**src/rtl/cpu_mc.sv**
```systemverilog
// Multi-cycle 8-register CPU: req/ack instruction fetch, DATA_W datapath, C/Z flags, HALT, single-step.
// Also scans the 8x8 LED matrix from a free-running counter and shows r6[3:0] on the status LEDs.
module cpu_mc #(
  parameter int DATA_W = 8,
  parameter int ADR_W  = 11,
  parameter int SCAN_W = 16
) (
  input  logic              clk,
  input  logic              reset,
  input  logic [3:0]        btn,
  input  logic              step_mode,
  input  logic              step,
  output logic [ADR_W-1:0]  adr,
  output logic              mem_req,
  input  logic              mem_ack,
  input  logic [15:0]       dout,
  output logic [3:0]        led,
  output logic [7:0]        row,
  output logic [7:0]        col,
  output logic              halted
);

  typedef enum logic [2:0] {IDLE, FETCH, EXEC, STEPW, HALT} state_t;

  localparam logic [4:0] OP_ADD = 5'b01000, OP_OR  = 5'b01001, OP_AND = 5'b01010,
                         OP_XOR = 5'b01011, OP_INC = 5'b01100, OP_NOT = 5'b01101,
                         OP_ROR = 5'b01110, OP_ROL = 5'b01111, OP_JNC = 5'b10000,
                         OP_JMP = 5'b10010, OP_MVI = 5'b10100, OP_JZ  = 5'b10110,
                         OP_HLT = 5'b11111;

  state_t              state, state_nxt;
  logic [15:0]         ir;
  logic [ADR_W-1:0]    pc, pc_nxt, imm_adr;
  logic [DATA_W-1:0]   regs [8];
  logic [DATA_W-1:0]   rview [8];
  logic [DATA_W-1:0]   src, res;
  logic [DATA_W:0]     sum;
  logic [4:0]          op;
  logic [2:0]          sss, wdst, row_idx;
  logic [7:0]          imm, disp;
  logic                wen, c_flag, z_flag, c_nxt, z_nxt;
  logic [SCAN_W-1:0]   scan;

  assign op      = ir[7:3];
  assign sss     = ir[2:0];
  assign imm     = ir[15:8];
  assign imm_adr = ADR_W'(imm);

  // r5 and r7 are not storage: they alias the buttons and the program counter
  always_comb begin
    for (int k = 0; k < 8; k++) rview[k] = regs[k];
    rview[5] = DATA_W'(btn);
    rview[7] = DATA_W'(pc);
  end

  assign src = rview[sss];

  always_comb begin
    wen    = 1'b0;
    wdst   = sss;
    res    = src;
    sum    = '0;
    c_nxt  = c_flag;
    z_nxt  = z_flag;
    pc_nxt = pc + 1'b1;
    casez (op)
      5'b00???: begin wen = 1'b1; wdst = op[2:0]; res = src; end
      OP_ADD: begin
        sum = {1'b0, rview[0]} + {1'b0, src};
        wen = 1'b1; wdst = 3'd0; res = sum[DATA_W-1:0];
        c_nxt = sum[DATA_W]; z_nxt = (res == '0);
      end
      OP_OR:  begin wen = 1'b1; wdst = 3'd0; res = rview[0] | src; z_nxt = (res == '0); end
      OP_AND: begin wen = 1'b1; wdst = 3'd0; res = rview[0] & src; z_nxt = (res == '0); end
      OP_XOR: begin wen = 1'b1; wdst = 3'd0; res = rview[0] ^ src; z_nxt = (res == '0); end
      OP_INC: begin
        sum = {1'b0, src} + 1'b1;
        wen = 1'b1; res = sum[DATA_W-1:0];
        c_nxt = sum[DATA_W]; z_nxt = (res == '0);
      end
      OP_NOT: begin wen = 1'b1; res = ~src; end
      OP_ROR: begin wen = 1'b1; res = {src[0], src[DATA_W-1:1]}; end
      OP_ROL: begin wen = 1'b1; res = {src[DATA_W-2:0], src[DATA_W-1]}; end
      OP_JNC: begin pc_nxt = c_flag ? pc + 1'b1 : imm_adr; c_nxt = 1'b0; end
      OP_JMP: pc_nxt = imm_adr;
      OP_MVI: begin wen = 1'b1; res = DATA_W'(imm); end
      OP_JZ:  pc_nxt = z_flag ? imm_adr : pc + 1'b1;
      OP_HLT: pc_nxt = pc;
      default: ;
    endcase
    if (wen && wdst == 3'd7) pc_nxt = ADR_W'(res);
  end

  always_comb begin
    state_nxt = state;
    case (state)
      IDLE:  state_nxt = FETCH;
      FETCH: if (mem_ack) state_nxt = EXEC;
      EXEC:  begin
        if (op == OP_HLT)  state_nxt = HALT;
        else if (step_mode) state_nxt = STEPW;
        else               state_nxt = FETCH;
      end
      STEPW: if (step) state_nxt = FETCH;
      HALT:  state_nxt = HALT;
      default: state_nxt = IDLE;
    endcase
  end

  always_ff @(posedge clk or negedge reset) begin
    if (!reset) begin
      state   <= IDLE;
      mem_req <= 1'b0;
      halted  <= 1'b0;
    end else begin
      state   <= state_nxt;
      mem_req <= (state_nxt == FETCH);
      halted  <= (state_nxt == HALT);
    end
  end

  always_ff @(posedge clk or negedge reset) begin
    if (!reset) begin
      for (int k = 0; k < 8; k++) regs[k] <= '0;
      ir     <= '0;
      pc     <= '0;
      c_flag <= 1'b0;
      z_flag <= 1'b0;
      scan   <= '0;
    end else begin
      scan <= scan + 1'b1;
      if (state == FETCH && mem_ack) ir <= dout;
      if (state == EXEC) begin
        pc     <= pc_nxt;
        c_flag <= c_nxt;
        z_flag <= z_nxt;
        if (wen && wdst != 3'd5 && wdst != 3'd7) regs[wdst] <= res;
      end
    end
  end

  assign adr     = pc;
  assign led     = rview[6][3:0];
  assign row_idx = scan[SCAN_W-1 -: 3];
  assign disp    = rview[row_idx][7:0];
  assign col     = ~(8'h80 >> row_idx);

  always_comb begin
    for (int k = 0; k < 8; k++) row[k] = disp[7-k];
  end

endmodule

```
**config.mk**
```make
export PLATFORM = sky130hd
export DESIGN_NAME = cpu_mc
export DESIGN_NICKNAME = d
export VERILOG_FILES = /design/src/rtl/cpu_mc.sv
export SDC_FILE = /design/constraint.sdc
export NUM_CORES = 1
export LEC_CHECK = 0
export ABC_AREA = 1
export CORE_ASPECT_RATIO = 1.5
export CORE_UTILIZATION = 50
export DETAILED_ROUTE_END_ITERATION = 10
export PLACE_DENSITY = 0.7
export SYNTH_ARGS = -nofsm -noshare
export SYNTH_HDL_FRONTEND = slang
export SYNTH_SLANG_ARGS = --single-unit
```
**constraint.sdc**
```tcl
create_clock -name clk -period 3.3 [get_ports clk]
set_input_delay 0.66 -clock clk [delete_from_list [all_inputs] [get_ports clk]]
set_output_delay 0.66 -clock clk [all_outputs]
set_load 0.05 [all_outputs]
```
Word-level counts from Yosys, hierarchy flattened
Index checks and enable logic that the tools add are counted.

operators by class
  add/subtract/negate cells = 4
  order comparisons = 4
  equality and inequality tests = 23
  shift operators = 1
  muxes and demuxes = 23
  bitwise gates (word level) = 8
  reductions and logical operators = 20

operators with widths
  cell                     number
  $pmux W8 S9              1
  $bwmux W64               1
  $bmux W8 S3              2
  $pmux W11 S4             1
  $eq A5 B4 Y1 const B     8
  $logic_not A8 Y1         5
  $mux W8                  5
  $mux W11                 3
  $eq A5 B5 Y1 const B     5
  $demux W8 S3             1
  $add A16 B1 Y16 const B  1
  $not A8 Y8               2
  $pmux W3 S5              1
  $ge A4 B4 Y1 const B     3
  $not A3 Y4               3
  $add A11 B1 Y11 const B  1
  $reduce_or A10 Y1        1
  $add A8 B1 Y9 const B    1
  $add A8 B8 Y9            1
  $eq A3 B3 Y1 const B     3
  $mux W3                  3
  $and A8 B8 Y8            1
  $or A8 B8 Y8             1
  $reduce_and A2 Y1        4
  18 further kinds         25

word-level totals
  register bits after elaboration = 114
  bits of input ports = 25
  output and inout bits = 33
  word-level logic and storage cells = 99

Longest topological paths before layout
Gate-level depths: netlist of the first run.

  word-level depth = 9
  depth in mapped cells = 23
  mapped depth without buffers = 21

Least setup slack after synthesis of the first run
OpenSTA, ideal clock, no wires.

  path kind = register to output
  start point = reg scan[13]
  end point = out row[1]
  data arrival time = 2.481 ns
  required time = 2.640 ns
  setup slack = 0.159 ns
  cell stages (with the launch flop) = 7
  buffers on the path = 1
  cells stage by stage = dfrtp_1 -> clkbuf_1 -> nor2_1 -> clkinv_1 -> o22ai_1 -> a221oi_1 -> o21ai_0

between the ends
  cells in the longest elaborated chain, start to end = 4

ends and longest elaborated chain
  what                                        RTL line  source
  start: declaration                          42        logic [SCAN_W-1:0] scan;
  start signal: assignment                    131       scan <= scan + 1'b1;
  $not A3 Y4 (implied by the code)            145       assign disp = rview[row_idx][7:0];
  $bmux W8 S3                                 145
  $mux W8 (implied by the code) (2 in a row)  145
  end: declaration                            18        output logic [7:0] row,

No other way between the ends. The select of a mux whose other input is x is not followed.

Final worst setup path of the first run
  start point = in btn[0]
  end point = reg regs[14] (netlist bit)

between the ends
  cells in the longest elaborated chain, start to end = 6
  elaborated cells between the ends (all ways) = 7
  classes of those cells = add/sub: 2; mux: 5

ends and longest elaborated chain
  what                                            RTL line  source
  start: declaration                              10        input logic [3:0] btn,
  $bmux W8 S3 *                                   56        assign src = rview[sss];
  $mux W8 (implied by the code) * (2 in a row)    56
  $add A8 B1 Y9 or $add A8 B8 Y9 (tied branches)  77, 69
  $pmux W8 S9 *                                   66        casez (op)
  $bwmux W64 *                                    137       if (wen && wdst != 3'd5 && wdst != 3'd7) regs[wdst] <= res;
  end signal: indexed assignment                  137
  end: declaration                                34        logic [DATA_W-1:0] regs [8];

Mark *: on every way between the ends. The rest lies on a longest branch, timed or not. The select of a mux whose other input is x is not followed.
A chain may end at the register's enable or synchronous reset.

==> results of run 1 <==
-- registers in the layout, summed over array words and instances (netlist names) --
name,flops
adr,11
c_flag,1
halted,1
ir,16
led,4
mem_req,1
regs,44
scan,16
state,3
z_flag,1
-- per-layer routing --
layer / track usage, % / part of all wire (%) / vias up
li1: - / - / 3361
met1: 38.9 / 40 / 3222
met2: 57.0 / 50 / 290
met3: 4.28 / 5.2 / 71
met4: 17.5 / 5.2 / 0
met5: 0 / 0 / -
-- what timing repair did --
action	in CTS	in global routing
setup endpoints to repair	0	16
resized for setup	0	3
hold endpoints to repair	0	0
buffers inserted	0	0
-- how the worst max path moves through the flow --
stage	end	slack [ns]	cells past startpoint
6_report	regs[14]$_DFFE_PN0P_	0.20	19
5_1_grt	regs[14]$_DFFE_PN0P_	0.008	19
4_1_cts	regs[14]$_DFFE_PN0P_	0.13	19
3_5_place_dp	regs[14]$_DFFE_PN0P_	-0.24	19
3_3_place_gp	regs[14]$_DFFE_PN0P_	-0.21	19
2_1_floorplan	row[1]	0.16	6
-- worst max-delay path, cell delays in order --
cell             delay (ns)
clkdlybuf4s50_1        0.50
o21ai_0                0.12
nand2_1                0.09
nand2_1                0.06
nand2_2                0.10
ha_1                   0.16
inv_1                  0.06
fa_1                   0.37
nand3b_1               0.19
nand2_1                0.10
nand3_1                0.09
nand2_1                0.10
nand2_1                0.06
nand2_1                0.08
nor2_1                 0.08
nor3_2                 0.12
nand3b_1               0.17
inv_2                  0.15
o21ai_1                0.07
-- metrics by stage --
step	hold WS [ns]	TNS (ns)
6_report	0.276	0
2_1_floorplan	0.364	0
3_3_place_gp	0.441	-2.70
5_1_grt	0.321	0
3_5_place_dp	0.460	-3.51
4_1_cts	0.297	0
-- cell usage in the layout (no fill, tap or decap), drive strengths merged --
cell type      netlist  final
nand2              281    281
inv                120    123
dfrtp               98     98
o21ai               91     91
nand3               82     82
nor2                81     81
buf                 20     61
clkdlybuf4s50        0     48
a21oi               45     45
ha                  21     21
xor2                17     17
nor3                15     15
o22ai               15     15
nand4               13     13
clkbuf              11      9
o2111ai              6      6
o211ai               6      6
or2                  6      6
a221oi               5      5
xnor2                5      5
nor4                 5      5
mux2                 5      5
clkinv               2      5
a22oi                4      4
o221ai               3      3
nand3b               3      3
a31oi                2      2
and3                 1      1
a32oi                1      1
a211oi               1      1
a21boi               1      1
a311oi               1      1
fa                   1      1
clkinvlp             0      1
-- cells by family (layout without fill, tap and decap cells) --
group	count (synthesis)	after routing	share of synthesized area, %
mux	5	5	0.804
simple gates	487	487	31.8
buf+inv	153	247	9.99
flops	98	98	35.0
compound gates	181	181	15.5
fa+ha+maj	22	22	4.04
xor+xnor	22	22	2.86
-- power breakdown --
group          total (µW)  switching, µW  internal (µW)  leakage (µW)
Sequential           2060            453           1600       0.00106
Combinational        6680           4250           2430       0.00305
Clock                1090            552            536      0.000144
-- layout make-up --
| class | instances | share of cell area [%] |
|---|---|---|
| Inverter | 122 | 5.55 |
| Multi-Input combinational cell | 717 | 46.3 |
| Timing Repair Buffer | 109 | 12.8 |
| Clock buffer | 9 | 2.70 |
| Tap cell | 162 | 2.43 |
| Sequential cell | 98 | 29.4 |
| Clock inverter | 7 | 0.855 |
==> impl_table.tex, run 1 <==
\begin{tabular}{lr}
\hline
Metric & Value \\
\hline
\multicolumn{2}{l}{\textbf{Synth}} \\
Async set-or-reset flop fraction in the synthesized netlist & 100\% \\
Largest area contributor in the netlist & dfrtp\_1 \\
Syn\_nets & 1015 \\
Top-area cell type share of the netlist area & 35.0\% \\
Library cells used by synthesis & 52 \\
Register area share after synthesis & 35.0\% \\
Per-instance average area after synthesis & between 7 and 8 µm² \\
Number of enable flip-flop cells after synthesis & 0 \\
FF+latch count, synth & 98 \\
Top cell types by occurrence after synthesis & nand2\_1, inv\_1, dfrtp\_1, nand3\_1, nor2\_1 \\
Most common cell in the netlist & nand2\_1 \\
Number of warnings printed during yosys synthesis & 0 \\
Ranking of synthesized cells by area & dfrtp\_1, nand2\_1, inv\_1, nand3\_1, ha\_1 \\
Top\_reg\_cell synth & dfrtp\_1 \\
Synthesized netlist cell count & 968 \\
Syn Std Cell Area & 7000 µm² \\
\multicolumn{2}{l}{\textbf{Status}} \\
Status & finished clean \\
\multicolumn{2}{l}{\textbf{Worst setup path}} \\
R2R Setup Slk & 0.33 ns \\
Crit Reg-Reg Endpoint & regs[13]\$\_DFFE\_PN0P\_ \\
Crit path max fanout & 6 \\
Worst Path Arrival & 3.35 ns \\
Worst path required time & 3.54 ns \\
Crit Path Class & input port to flip-flop \\
Nature of the critical path endpoint & flip-flop \\
Depth of the worst register-to-register path & 16 \\
Startpoint class of the critical path & input port \\
First element of the critical path & btn[0] \\
RR Startpoint & ir[0]\$\_DFFE\_PN0P\_ \\
\multicolumn{2}{l}{\textbf{Floorplanning}} \\
Ports & 58 \\
Vert. Die Dim & roughly 150 µm \\
Core area & roughly 14000 µm² \\
Initial cell density of the core & 51.5\% \\
Die X & 98.6 µm \\
Die footprint & 14500 µm² \\
Number of cell rows & 52 \\
\multicolumn{2}{l}{\textbf{Final layout}} \\
Signed area change from the synthesized netlist to the final layout & 19.1\% \\
Storage cell area & between 2000 and 2500 µm² \\
Multi-input gate area in the final layout & between 3000 and 4000 µm² \\
Post-layout net count & roughly 1100 \\
Filler Cell Count & 1288 \\
Utilization of the core after routing & 61.3\% \\
Fraction of layout instances using a drive strength above 1 & 14.2\% \\
Number of antenna cells inserted & 0 \\
Final instance count without filler cells & roughly 1200 \\
Final non-filler cell area & 8340 µm² \\
\multicolumn{2}{l}{\textbf{Clock network}} \\
Clock latency on the worst-skew pair & 0.36 ns \\
CTS Buf Count & 9 \\
Number of levels in the clock H-tree & 3 \\
Maximum root-to-sink buffer count & 2 \\
Clock net sink count & 98 \\
Hold buffer count at cts & 0 \\
Root Buffer & clkbuf\_16 \\
CTS tree & yes \\
Clock transition at the registers of the reported paths & 0.08 ns \\
\multicolumn{2}{l}{\textbf{Placed design}} \\
Instance area after placement & 8030 µm² \\
Placed cells & 1208 \\
Count of buffers inserted at the top-level ports & 57 \\
Post-DP HPWL & 17.8 mm \\
Routability Congestion & 1.02 \\
Setup slack after placement & -0.240 ns \\
\multicolumn{2}{l}{\textbf{Timing}} \\
Hold Fails Final Rpt & 0 \\
Slew Limit Headroom & between 60\% and 70\% \\
Slack of the critical path & 0.196 ns \\
Final setup violation count & 0 \\
Slew of the pin with the lowest slew margin & 0.590 ns \\
Layout Skew & 0.0125 ns \\
Clock period minus final worst setup slack & 3.10 ns \\
RSZ-0062 raised after global routing & false \\
Highest attainable clock frequency & 322 MHz \\
Max-slew violation total from the final report & 0 \\
Share of the clock period used by the worst path after layout & 94.1\% \\
\multicolumn{2}{l}{\textbf{Routing}} \\
DRC violation count after routing & 0 \\
Via Count & 6944 \\
Violation count after the first detailed-routing iteration & 478 \\
Final routed wirelength across all metal layers & 22.7 mm \\
Via density per instance & 5.67 \\
Drt first pass iters & 6 \\
Post-detailed-route count of antenna-violating nets & 0 \\
Wire per inst & 18.5 µm \\
\multicolumn{2}{l}{\textbf{Pwr}} \\
Ratio of total power to cell area & about 1200 nW/µm² \\
Post-layout total power & 9820 µW \\
Leakage power summed over all cells & 0.00426 µW \\
Max VDD drop & 0.502 mV \\
\multicolumn{2}{l}{\textbf{GRT}} \\
Overall Global Routing Usage & 32.7\% \\
Number of global-route vias before repair & 6809 \\
Remaining global-route overflow & 0 \\
Global-route wire length before repair & 36.2 mm \\
Maximum number of pins on one net before global-route repair & 60 \\
Number of antenna violations at the first check in global routing & 0 \\
\multicolumn{2}{l}{\textbf{Hold path}} \\
Classification of the worst-slack hold path & input port to asynchronous set/reset pin \\
\multicolumn{2}{l}{\textbf{Flow run}} \\
Count of max-cap constraint violations & 0 \\
\hline
\end{tabular}
No activity file was read; power rests on OpenSTA's default activity.
==> inputs of run 2 (changes only) <==
--- a/config.mk
+++ b/config.mk
@@ -8,6 +8,7 @@
 export ABC_AREA = 1
 export CORE_ASPECT_RATIO = 1.5
 export CORE_UTILIZATION = 50
+export CTS_CLUSTER_SIZE = 40
 export DETAILED_ROUTE_END_ITERATION = 10
 export PLACE_DENSITY = 0.7
 export SYNTH_ARGS = -nofsm -noshare
==> results of run 2 <==
Final layout, timing and power as in run 1 (identical DEF).
